<file path="src/rtl/odometer_seq_ctrl_if.sv">
// rtl/odometer_seq_ctrl_if.sv - command/result channel between test controller and odometer sequencer
interface odometer_seq_ctrl_if #(
  parameter int CNT_W = 16,
  parameter int LEN_W = 24
) ();
  logic             cmd_valid;
  logic             cmd_ready;
  logic             cmd_meas;
  logic [1:0]       cmd_sel;
  logic             cmd_ac;
  logic [LEN_W-1:0] cmd_len;
  logic             abort;
  logic             cmd_err;
  logic             result_valid;
  logic             result_ack;
  logic [CNT_W-1:0] result_count;
  logic [1:0]       result_sel;
  logic             result_ovf;

  modport master (
    output cmd_valid, cmd_meas, cmd_sel, cmd_ac, cmd_len, abort, result_ack,
    input  cmd_ready, cmd_err, result_valid, result_count, result_sel, result_ovf
  );

  modport slave (
    input  cmd_valid, cmd_meas, cmd_sel, cmd_ac, cmd_len, abort, result_ack,
    output cmd_ready, cmd_err, result_valid, result_count, result_sel, result_ovf
  );
endinterface

</file>
<file path="src/rtl/odometer_seq_ctrl.sv">
// rtl/odometer_seq_ctrl.sv - safe power/enable/start sequencer and edge counter for one odometer block
module odometer_seq_ctrl #(
  parameter int CNT_W  = 16,
  parameter int LEN_W  = 24,
  parameter int SETTLE = 4
) (
  input  logic                 clk,
  input  logic                 rst_n,
  odometer_seq_ctrl_if.slave   bus,
  input  logic                 rosc_out,
  output logic                 sel_inv97,
  output logic                 sel_inv99,
  output logic                 sel_inv101,
  output logic                 en_power_rosc,
  output logic                 en_rosc,
  output logic                 start,
  output logic                 meas_stress,
  output logic                 ac_dc,
  output logic                 ac_stress_clk
);

  typedef enum logic [2:0] {
    S_IDLE, S_SETUP, S_ARM, S_RUN, S_DRAIN, S_RESULT
  } state_t;

  // Macro control bundle, kept together so every exit to idle clears it in one assignment.
  typedef struct packed {
    logic sel97;
    logic sel99;
    logic sel101;
    logic en_power;
    logic en_rosc;
    logic start;
    logic meas_stress;
    logic ac_dc;
    logic ac_clk;
  } ctl_t;

  localparam logic [LEN_W-1:0] SETTLE_LAST = LEN_W'(SETTLE - 1);
  localparam logic [LEN_W-1:0] DRAIN_LAST  = LEN_W'(2);

  state_t            state_q;
  ctl_t              ctl_q;
  logic              ready_q;
  logic              err_q;
  logic              valid_q;
  logic [1:0]        sel_q;
  logic              meas_q;
  logic              ac_q;
  logic [LEN_W-1:0]  len_q;
  logic [LEN_W-1:0]  dur_q;
  logic [CNT_W-1:0]  cnt_q, cnt_d;
  logic              ovf_q, ovf_d;
  logic [1:0]        sync_q, sync_d;
  logic              prev_q, prev_d;
  logic              rise;
  logic              active;

  // Two-flop synchronizer plus a delay stage for rising-edge detection of the ring output.
  always_comb begin
    sync_d = {sync_q[0], rosc_out};
    prev_d = sync_q[1];
    rise   = sync_q[1] & ~prev_q;
  end

  // Synchronizer and edge-detect registers.
  always_ff @(posedge clk or negedge rst_n) begin
    if (!rst_n) begin
      sync_q <= '0;
      prev_q <= 1'b0;
    end else begin
      sync_q <= sync_d;
      prev_q <= prev_d;
    end
  end

  // Edge counter: cleared in ARM, counts through RUN and DRAIN, sticks at all-ones.
  always_comb begin
    cnt_d = cnt_q;
    ovf_d = ovf_q;
    if (state_q == S_ARM) begin
      cnt_d = '0;
      ovf_d = 1'b0;
    end else if ((state_q == S_RUN || state_q == S_DRAIN) && rise) begin
      if (cnt_q == '1) ovf_d = 1'b1;
      else             cnt_d = cnt_q + CNT_W'(1);
    end
  end

  assign active = (state_q == S_SETUP) || (state_q == S_ARM) ||
                  (state_q == S_RUN)   || (state_q == S_DRAIN);

  // Sequencer FSM with registered macro controls and handshake outputs.
  always_ff @(posedge clk or negedge rst_n) begin
    if (!rst_n) begin
      state_q <= S_IDLE;
      ctl_q   <= '0;
      ready_q <= 1'b1;
      err_q   <= 1'b0;
      valid_q <= 1'b0;
      sel_q   <= '0;
      meas_q  <= 1'b0;
      ac_q    <= 1'b0;
      len_q   <= '0;
      dur_q   <= '0;
      cnt_q   <= '0;
      ovf_q   <= 1'b0;
    end else begin
      err_q <= 1'b0;
      cnt_q <= cnt_d;
      ovf_q <= ovf_d;
      if (bus.abort && active) begin
        state_q <= S_IDLE;
        ctl_q   <= '0;
        ready_q <= 1'b1;
      end else begin
        case (state_q)
          S_IDLE: begin
            if (bus.cmd_valid) begin
              if (bus.cmd_sel == 2'd3) begin
                err_q <= 1'b1;
              end else begin
                state_q           <= S_SETUP;
                ready_q           <= 1'b0;
                sel_q             <= bus.cmd_sel;
                meas_q            <= bus.cmd_meas;
                ac_q              <= bus.cmd_ac;
                len_q             <= (bus.cmd_len == '0) ? LEN_W'(1) : bus.cmd_len;
                dur_q             <= '0;
                ctl_q.en_power    <= 1'b1;
                ctl_q.sel97       <= (bus.cmd_sel == 2'd0);
                ctl_q.sel99       <= (bus.cmd_sel == 2'd1);
                ctl_q.sel101      <= (bus.cmd_sel == 2'd2);
                ctl_q.meas_stress <= bus.cmd_meas;
                ctl_q.ac_dc       <= bus.cmd_ac & ~bus.cmd_meas;
              end
            end
          end
          S_SETUP: begin
            if (dur_q == SETTLE_LAST) begin
              state_q       <= S_ARM;
              ctl_q.en_rosc <= 1'b1;
              dur_q         <= '0;
            end else begin
              dur_q <= dur_q + LEN_W'(1);
            end
          end
          S_ARM: begin
            state_q      <= S_RUN;
            ctl_q.start  <= 1'b1;
            ctl_q.ac_clk <= ac_q & ~meas_q;
            dur_q        <= '0;
          end
          S_RUN: begin
            if (dur_q == len_q - LEN_W'(1)) begin
              dur_q <= '0;
              if (meas_q) begin
                state_q       <= S_DRAIN;
                ctl_q.start   <= 1'b0;
                ctl_q.en_rosc <= 1'b0;
                ctl_q.ac_clk  <= 1'b0;
              end else begin
                state_q <= S_IDLE;
                ctl_q   <= '0;
                ready_q <= 1'b1;
              end
            end else begin
              dur_q        <= dur_q + LEN_W'(1);
              ctl_q.ac_clk <= ctl_q.ac_clk ^ (ac_q & ~meas_q);
            end
          end
          S_DRAIN: begin
            if (dur_q == DRAIN_LAST) begin
              state_q <= S_RESULT;
              ctl_q   <= '0;
              valid_q <= 1'b1;
            end else begin
              dur_q <= dur_q + LEN_W'(1);
            end
          end
          S_RESULT: begin
            if (bus.result_ack) begin
              state_q <= S_IDLE;
              valid_q <= 1'b0;
              ready_q <= 1'b1;
            end
          end
          default: begin
            state_q <= S_IDLE;
            ctl_q   <= '0;
            ready_q <= 1'b1;
            valid_q <= 1'b0;
          end
        endcase
      end
    end
  end

  assign bus.cmd_ready    = ready_q;
  assign bus.cmd_err      = err_q;
  assign bus.result_valid = valid_q;
  assign bus.result_count = cnt_q;
  assign bus.result_sel   = sel_q;
  assign bus.result_ovf   = ovf_q;

  assign sel_inv97     = ctl_q.sel97;
  assign sel_inv99     = ctl_q.sel99;
  assign sel_inv101    = ctl_q.sel101;
  assign en_power_rosc = ctl_q.en_power;
  assign en_rosc       = ctl_q.en_rosc;
  assign start         = ctl_q.start;
  assign meas_stress   = ctl_q.meas_stress;
  assign ac_dc         = ctl_q.ac_dc;
  assign ac_stress_clk = ctl_q.ac_clk;

endmodule

</file>
<file path="src/flat_wrapper.sv">
// flat-port wrapper written by rule: the top's interface ports become plain ports
module odometer_seq_ctrl_flat 
#(
  parameter int CNT_W  = 16,
  parameter int LEN_W  = 24,
  parameter int SETTLE = 4
)
  (clk, rst_n, rosc_out, sel_inv97, sel_inv99, sel_inv101, en_power_rosc, en_rosc, start, meas_stress, ac_dc, ac_stress_clk, bus_cmd_valid, bus_cmd_meas, bus_cmd_sel, bus_cmd_ac, bus_cmd_len, bus_abort, bus_result_ack, bus_cmd_ready, bus_cmd_err, bus_result_valid, bus_result_count, bus_result_sel, bus_result_ovf);
  odometer_seq_ctrl_if #(.CNT_W(CNT_W), .LEN_W(LEN_W)) bus_i ();
  input  logic clk;
  input  logic rst_n;
  input  logic rosc_out;
  output logic sel_inv97;
  output logic sel_inv99;
  output logic sel_inv101;
  output logic en_power_rosc;
  output logic en_rosc;
  output logic start;
  output logic meas_stress;
  output logic ac_dc;
  output logic ac_stress_clk;
  input wire logic [$bits(bus_i.cmd_valid)-1:0] bus_cmd_valid;
  input wire logic [$bits(bus_i.cmd_meas)-1:0] bus_cmd_meas;
  input wire logic [$bits(bus_i.cmd_sel)-1:0] bus_cmd_sel;
  input wire logic [$bits(bus_i.cmd_ac)-1:0] bus_cmd_ac;
  input wire logic [$bits(bus_i.cmd_len)-1:0] bus_cmd_len;
  input wire logic [$bits(bus_i.abort)-1:0] bus_abort;
  input wire logic [$bits(bus_i.result_ack)-1:0] bus_result_ack;
  output wire logic [$bits(bus_i.cmd_ready)-1:0] bus_cmd_ready;
  output wire logic [$bits(bus_i.cmd_err)-1:0] bus_cmd_err;
  output wire logic [$bits(bus_i.result_valid)-1:0] bus_result_valid;
  output wire logic [$bits(bus_i.result_count)-1:0] bus_result_count;
  output wire logic [$bits(bus_i.result_sel)-1:0] bus_result_sel;
  output wire logic [$bits(bus_i.result_ovf)-1:0] bus_result_ovf;
  assign bus_i.cmd_valid = bus_cmd_valid;
  assign bus_i.cmd_meas = bus_cmd_meas;
  assign bus_i.cmd_sel = bus_cmd_sel;
  assign bus_i.cmd_ac = bus_cmd_ac;
  assign bus_i.cmd_len = bus_cmd_len;
  assign bus_i.abort = bus_abort;
  assign bus_i.result_ack = bus_result_ack;
  assign bus_cmd_ready = bus_i.cmd_ready;
  assign bus_cmd_err = bus_i.cmd_err;
  assign bus_result_valid = bus_i.result_valid;
  assign bus_result_count = bus_i.result_count;
  assign bus_result_sel = bus_i.result_sel;
  assign bus_result_ovf = bus_i.result_ovf;
  odometer_seq_ctrl #(.CNT_W(CNT_W), .LEN_W(LEN_W), .SETTLE(SETTLE)) u_core (.clk(clk), .rst_n(rst_n), .bus(bus_i), .rosc_out(rosc_out), .sel_inv97(sel_inv97), .sel_inv99(sel_inv99), .sel_inv101(sel_inv101), .en_power_rosc(en_power_rosc), .en_rosc(en_rosc), .start(start), .meas_stress(meas_stress), .ac_dc(ac_dc), .ac_stress_clk(ac_stress_clk));
endmodule
</file>
<file path="config.mk">
export PLATFORM = sky130hd
export DESIGN_NAME = odometer_seq_ctrl_flat
export DESIGN_NICKNAME = d
export VERILOG_FILES = /design/src/rtl/odometer_seq_ctrl_if.sv /design/src/rtl/odometer_seq_ctrl.sv /design/src/flat_wrapper.sv
export SDC_FILE = /design/constraint.sdc
export NUM_CORES = 1
export LEC_CHECK = 0
export BUFFER_PORTS_ARGS = -buffer_cell sky130_fd_sc_hd__buf_2
export CAP_MARGIN = 20
export CORE_ASPECT_RATIO = 1.25
export CORE_MARGIN = 10
export CORE_UTILIZATION = 53
export DETAILED_ROUTE_END_ITERATION = 12
export PLACE_DENSITY = 0.85
export SLEW_MARGIN = 5
export SYNTH_ARGS = -nofsm -noshare
export SYNTH_HDL_FRONTEND = slang
export SYNTH_SLANG_ARGS = --single-unit
</file>
<file path="constraint.sdc">
create_clock -name clk -period 2.65 [get_ports clk]
set_clock_uncertainty 0.05 [all_clocks]
set_input_delay 0.3975 -clock clk [delete_from_list [all_inputs] [get_ports clk]]
set_output_delay 0.3975 -clock clk [all_outputs]
set_load 0.005 [all_outputs]
</file>
After elaboration in Yosys (flattened, before gate mapping)
Cells that the tools add are included.
{"block": "totals", "reg_bits": 87, "input_bits": 34, "output_inout_bits": 31, "elab_cells": 144}
{"block": "classes", "addsub": 3, "eq_ne": 29, "muxes": 52, "bitwise": 10, "reduce_logical": 28}
{"operator": "$mux W24", "n": 6}
{"operator": "$pmux W24 S5", "n": 1}
{"operator": "$eq A24 B2 Y1 const B", "n": 2}
{"operator": "$mux W16", "n": 3}
{"operator": "$add A24 B1 Y24 const B", "n": 1}
{"operator": "$eq A24 B24 Y1", "n": 1}
{"operator": "$logic_not A24 Y1", "n": 1}
{"operator": "$mux W3", "n": 8}
{"operator": "$sub A24 B1 Y24 const B", "n": 1}
{"operator": "$mux W9", "n": 2}
{"operator": "$pmux W3 S6", "n": 1}
{"operator": "$reduce_and A6 Y1", "n": 3}
{"operator": "$mux W1", "n": 17}
{"operator": "$add A16 B1 Y16 const B", "n": 1}
{"operator": "$eq A16 B16 Y1 const B", "n": 1}
{"operator": "$pmux W1 S4", "n": 4}
{"operator": "$pmux W4 S4", "n": 1}
{"operator": "$mux W4", "n": 3}
{"operator": "$ne A2 B2 Y1 const B", "n": 6}
{"operator": "$ne A3 B3 Y1 const B", "n": 4}
{"operator": "$reduce_and A4 Y1", "n": 3}
{"operator": "$reduce_or A3 Y1", "n": 4}
{"operator": "$ne A3 B2 Y1 const B", "n": 3}
{"operator": "$mux W8", "n": 1}
{"operator": "22 further kinds", "n": 44}

Logic depth before layout (Yosys ltp)
{"block": "logic_depth", "depth_word": 7, "mapped_depth": 11, "mapped_depth_nobuf": 10}

Least setup slack after synthesis
OpenSTA, ideal clock, no wires.
{"block": "synth_path", "path_kind": "register to register", "startpoint": "register u_core.len_q[15]", "endpoint": "register u_core.dur_q[19]", "setup_ns": 0.119, "t_arrival_ns": 2.609, "required_ns": 2.481, "slack_ns": -0.128, "stages_incl_launch_ff": 10, "n_path_buf": 2, "synth_period_minus_slack_ns": 2.778, "cell_sequence": "dfrtp_1 > buf_2 > or4_4 > or2_1 > o31a_1 > nor4_2 > nand4_2 > a31oi_4 > buf_6 > nor2_1"}
{"block": "synth_via", "elab_chain_len": 4}
{"item": "start: declaration", "line": "odometer_seq_ctrl.sv:50", "rtl": "logic [LEN_W-1:0] len_q;"}
{"item": "start signal: assignment", "line": "odometer_seq_ctrl.sv:128", "rtl": "len_q <= (bus.cmd_len == '0) ? LEN_W'(1) : bus.cmd_len;"}
{"item": "$sub A24 B1 Y24", "line": "odometer_seq_ctrl.sv:155", "rtl": "if (dur_q == len_q - LEN_W'(1)) begin"}
{"item": "$eq A24 B24 Y1", "line": "odometer_seq_ctrl.sv:155"}
{"item": "$mux W24", "line": "odometer_seq_ctrl.sv:155"}
{"item": "$pmux W24 S5", "line": "odometer_seq_ctrl.sv:117", "rtl": "case (state_q)"}
{"item": "end signal: assignment", "line": "odometer_seq_ctrl.sv:145", "rtl": "dur_q <= dur_q + LEN_W'(1);"}
{"item": "end signal: assignment", "line": "odometer_seq_ctrl.sv:168", "rtl": "dur_q <= dur_q + LEN_W'(1);"}
{"item": "end signal: assignment", "line": "odometer_seq_ctrl.sv:178", "rtl": "dur_q <= dur_q + LEN_W'(1);"}
{"item": "end: declaration", "line": "odometer_seq_ctrl.sv:51", "rtl": "logic [LEN_W-1:0] dur_q;"}
No other way between the ends.
A chain may end at the register's enable or synchronous reset.

Worst setup path after layout
{"block": "layout_path", "startpoint": "register u_core.len_q[3]", "endpoint": "register u_core.dur_q[5]"}
Same word-level chain as after synthesis.

==> impl_metrics.csv <==
group,metric,value,unit
outcome,status,"complete, but fails checks",
outcome,violations,"setup timing",
final_layout,final_nets,716,
sta,rsz0062_at_grt,"yes",
floorplan,floorplan.initialDensity,54.3,%
sta,slew_viol_final,0,
place,io_buffers,64,
job,cap_violations,0,
worst_setup_path,crit_fanout,23,
synthesis,synth_compound_area_share,11.9,%
power,power_switching,0.00228,W
power,p_int,0.00366,W
sta,max_freq,360,MHz
worst_setup_path,path_cells,"nor4_4 > buf_4 > nand4_4 > buf_6 > nor2_4 > nand4_1 > a221oi_4 > nand4_4 > a31oi_4 > buf_12 > nor2_1",
clock_network,htree_levels,3,
worst_setup_path,cp_data_required_time,2.83,ns
synthesis,syn-num-nets,607,
floorplan,die_area,0.0137,sq mm
sta,hold_ws,0.120,ns
grt,track_usage,19.8,%
floorplan,dieHeight,128,um
clock_network,clkTransAtPathRegs,0.06,ns
final_layout,drive_gt1_share,25.0,%
routing,ant_nets,0,
synthesis,synth-async-reset-ratio,100,%
hold_path,min_path_type,"in2reg",
power,power_leakage,3.00,nW
synthesis,synthFlopType,"dfrtp_1",
routing,wl,13400,um
clock_network,clk_path_buf_depth,2,
synthesis,yosys_warnings,0,
synthesis,ys_seq_area_share,43.7,%
routing,vias,4674,
worst_setup_path,endpoint_kind,"register",
place,dp_hpwl,9720,um
clock_network,cts_hold_buf,0,
power,p_comb_share,44.9,%
synthesis,syn_area_per_cell,8.76,sq um
synthesis,synthMuxAreaShare,1.00,%
worst_setup_path,worstSetupPathType,"reg2reg",
worst_setup_path,crit_buf_inv,3,
worst_setup_path,crit_slowest_cell,"dfrtp_2",
sta,layout_setup_ws,-0.125,ns
power,p_sw_share,38.3,%
routing,viasPerCell,5.80,
floorplan,die_x,107,um
place,gp_congestion,0.943,
synthesis,synth_edf_count,0,
final_layout,antenna_cells,0,
routing,first_pass_iters,5,
routing,drt_first_iter_violations,265,
hold_path,min_from,"rosc_out",
synthesis,synth-simple-area-share,28.6,%
power,powerDensity,947,mW/mm^2
final_layout,synthToLayoutAreaGrowth,25.9,%
worst_setup_path,worstSetupStartpoint,"u_core.len_q[3]",
power,p_seq_share,32.9,%
routing,route.detailed.drc,0,
sta,fin_crit,2.77,ns
final_layout,layout_common_cells,"nand2_1, dfrtp_1, nor2_1",
grt,grt_antenna_before_repair,0,
worst_setup_path,crit_top_cell,"nand4_4",
synthesis,yosys.area_share.xor_xnor,10.9,%
clock_network,cts_tree,"done",
worst_setup_path,start_kind,"register",
grt,grt_first_pass_wirelength,22300,um
worst_setup_path,critical_path_arrival,2.95,ns
grt,grt_overflow_total,0,
floorplan,core_area,0.00917,sq mm
synthesis,syn_inst,569,
sta,tns,-3.79,ns
synthesis,synth_adder_area_share,1.00,%
synthesis,synth_top_family_by_area,"simple AND/OR/NAND/NOR gates",
clock_network,ctsRootBufferMaster,"clkbuf_16",
sta,worst_pin_slew,0.955,ns
final_layout,final_common_cell,"nand2_1",
sta,finalSetupViolations,37,
worst_setup_path,slowest_delay,0.43,ns
synthesis,synth_cell_types,62,
worst_setup_path,r2r-start,"u_core.len_q[3]",
power,clock_power_share,22.2,%
grt,grt_pass1_vias,4779,
clock_network,numCtsBuffers,9,
synthesis,syn_area,0.00498,sq mm
worst_setup_path,cpLargestDelayFamily,"simple AND/OR/NAND/NOR gates",
routing,wl_per_cell,16.7,um
sta,max_slew_margin,36.3,%
sta,fin_crit_sh,105,%
grt,grt_max_degree,78,
synthesis,synth.ff_latch_count,87,
place,post-place-ws,-0.180,ns
floorplan,rows,39,
power,ir_drop,0.000572,V
clock_network,insertion_delay,0.34,ns
clock_network,cts.sinks,87,
floorplan,ios,65,
sta,finalHoldViolCount,0,
cell usage after synthesis, types with 4 or more instances:
| library cell | number | area share (%) |
|---|---|---|
| dfrtp_1 | 86 | 43 |
| clkbuf_1 | 19 | 1.4 |
| o21a_1 | 4 | 0.60 |
| nand2_1 | 105 | 7.9 |
| inv_1 | 12 | 0.90 |
| xnor2_1 | 31 | 5.4 |
| mux2i_1 | 5 | 1.0 |
| o21ai_0 | 17 | 1.7 |
| nor3_1 | 9 | 0.90 |
| and3_1 | 10 | 1.3 |
| nand2b_1 | 8 | 1.0 |
| nand3_1 | 21 | 2.1 |
| nor2b_1 | 5 | 0.63 |
| xor2_1 | 31 | 5.4 |
| a31oi_1 | 5 | 0.63 |
| nor4_1 | 16 | 2.0 |
| ha_1 | 4 | 1.0 |
| nand4_1 | 13 | 1.6 |
| and4_1 | 5 | 0.88 |
| nor2_1 | 71 | 5.3 |
| and2_1 | 6 | 0.75 |
| a21o_1 | 4 | 0.60 |
| or3_1 | 5 | 0.63 |
| a21oi_1 | 19 | 1.9 |
per-stage QoR:
step	power (W)	utilization, %	instances	cell area, sq um
2_1_floorplan	0.00341	-	569	5020
3_3_place_gp	0.00423	62.8	781	5770
3_5_place_dp	0.00433	62.8	781	5770
4_1_cts	0.00581	67.4	804	6180
5_1_grt	0.00629	68.4	806	6270
6_report	0.00594	68.4	806	6270
power groups by stage:
stage / Combinational, W / Sequential (W) / Clock (W)
after global routing: 0.00290 / 0.00199 / 0.00139
after floorplan: 0.00147 / 0.00194 / 0
after global placement: 0.00230 / 0.00193 / 0
final: 0.00266 / 0.00195 / 0.00132
after detailed placement: 0.00238 / 0.00196 / 0
after CTS: 0.00253 / 0.00194 / 0.00134
state kept, by name, summed over array words and instances, names as in the netlist, 2 cells and up:
| register | flops |
|---|---|
| u_core.dur_q | 24 |
| u_core.bus.result_sel | 2 |
| u_core.sync_q | 2 |
| u_core.bus.result_count | 16 |
| u_core.state_q | 3 |
| u_core.len_q | 24 |
routing by layer:
metal | GRT usage [%] | routed length, um | share of wire, % | vias up
met2 | 32.6 | 6540 | 49 | 180
met1 | 22.9 | 5640 | 42 | 2244
met5 | 0 | 0 | 0 | -
met3 | 5.34 | 720 | 5.4 | 44
li1 | - | - | - | 2206
met4 | 11.5 | 535 | 4.0 | 0
kinds of logic (layout without fill, tap and decap cells):
| group | Yosys count | count (layout) |
|---|---|---|
| AOI/OAI and AO/OA | 83 | 83 |
| and+or+nand+nor | 293 | 293 |
| buffers and inverters | 35 | 149 |
| DFF | 87 | 87 |
| xor gates and xnor gates | 62 | 62 |
| adders and majority gates | 4 | 4 |
| muxes | 5 | 5 |
layout make-up:
type,count,area (sq um)
well taps,123,154
clock buffers,13,270
fillers,741,2900
multi-input cells,447,2810
clock inverters,3,40.0
flip-flops and latches,87,2180
inverters,12,45.0
repair buffers,121,778
worst register-to-register path, cell delays in order (launching register included):
cell      delay [ns]
dfrtp_2         0.43
nor4_4          0.37
buf_4           0.19
nand4_4         0.13
buf_6           0.18
nor2_4          0.10
nand4_1         0.16
a221oi_4        0.42
nand4_4         0.17
a31oi_4         0.22
buf_12          0.18
nor2_1          0.07
final timing paths:
| path | end | slack [ns] | depth (start not counted) |
|---|---|---|---|
| setup / recovery | u_core.dur_q[5] | -0.12 | 11 |
| hold / removal | u_core.sync_q[0] | 0.12 | 1 |
| setup reg to reg | u_core.dur_q[5] | -0.12 | 11 |
| hold reg to reg | u_core.sync_q[1] | 0.31 | 0 |
| max in group asynchronous | u_core.len_q[3] | 1.72 | 1 |
| min in group asynchronous | u_core.len_q[15] | 0.16 | 1 |
what timing repair did:
item,CTS,global route
buffers inserted,7,2
pin swaps,3,4
endpoints found under the setup margin,37,37
resized for setup,13,17
(Power assumes the default switching activity.)
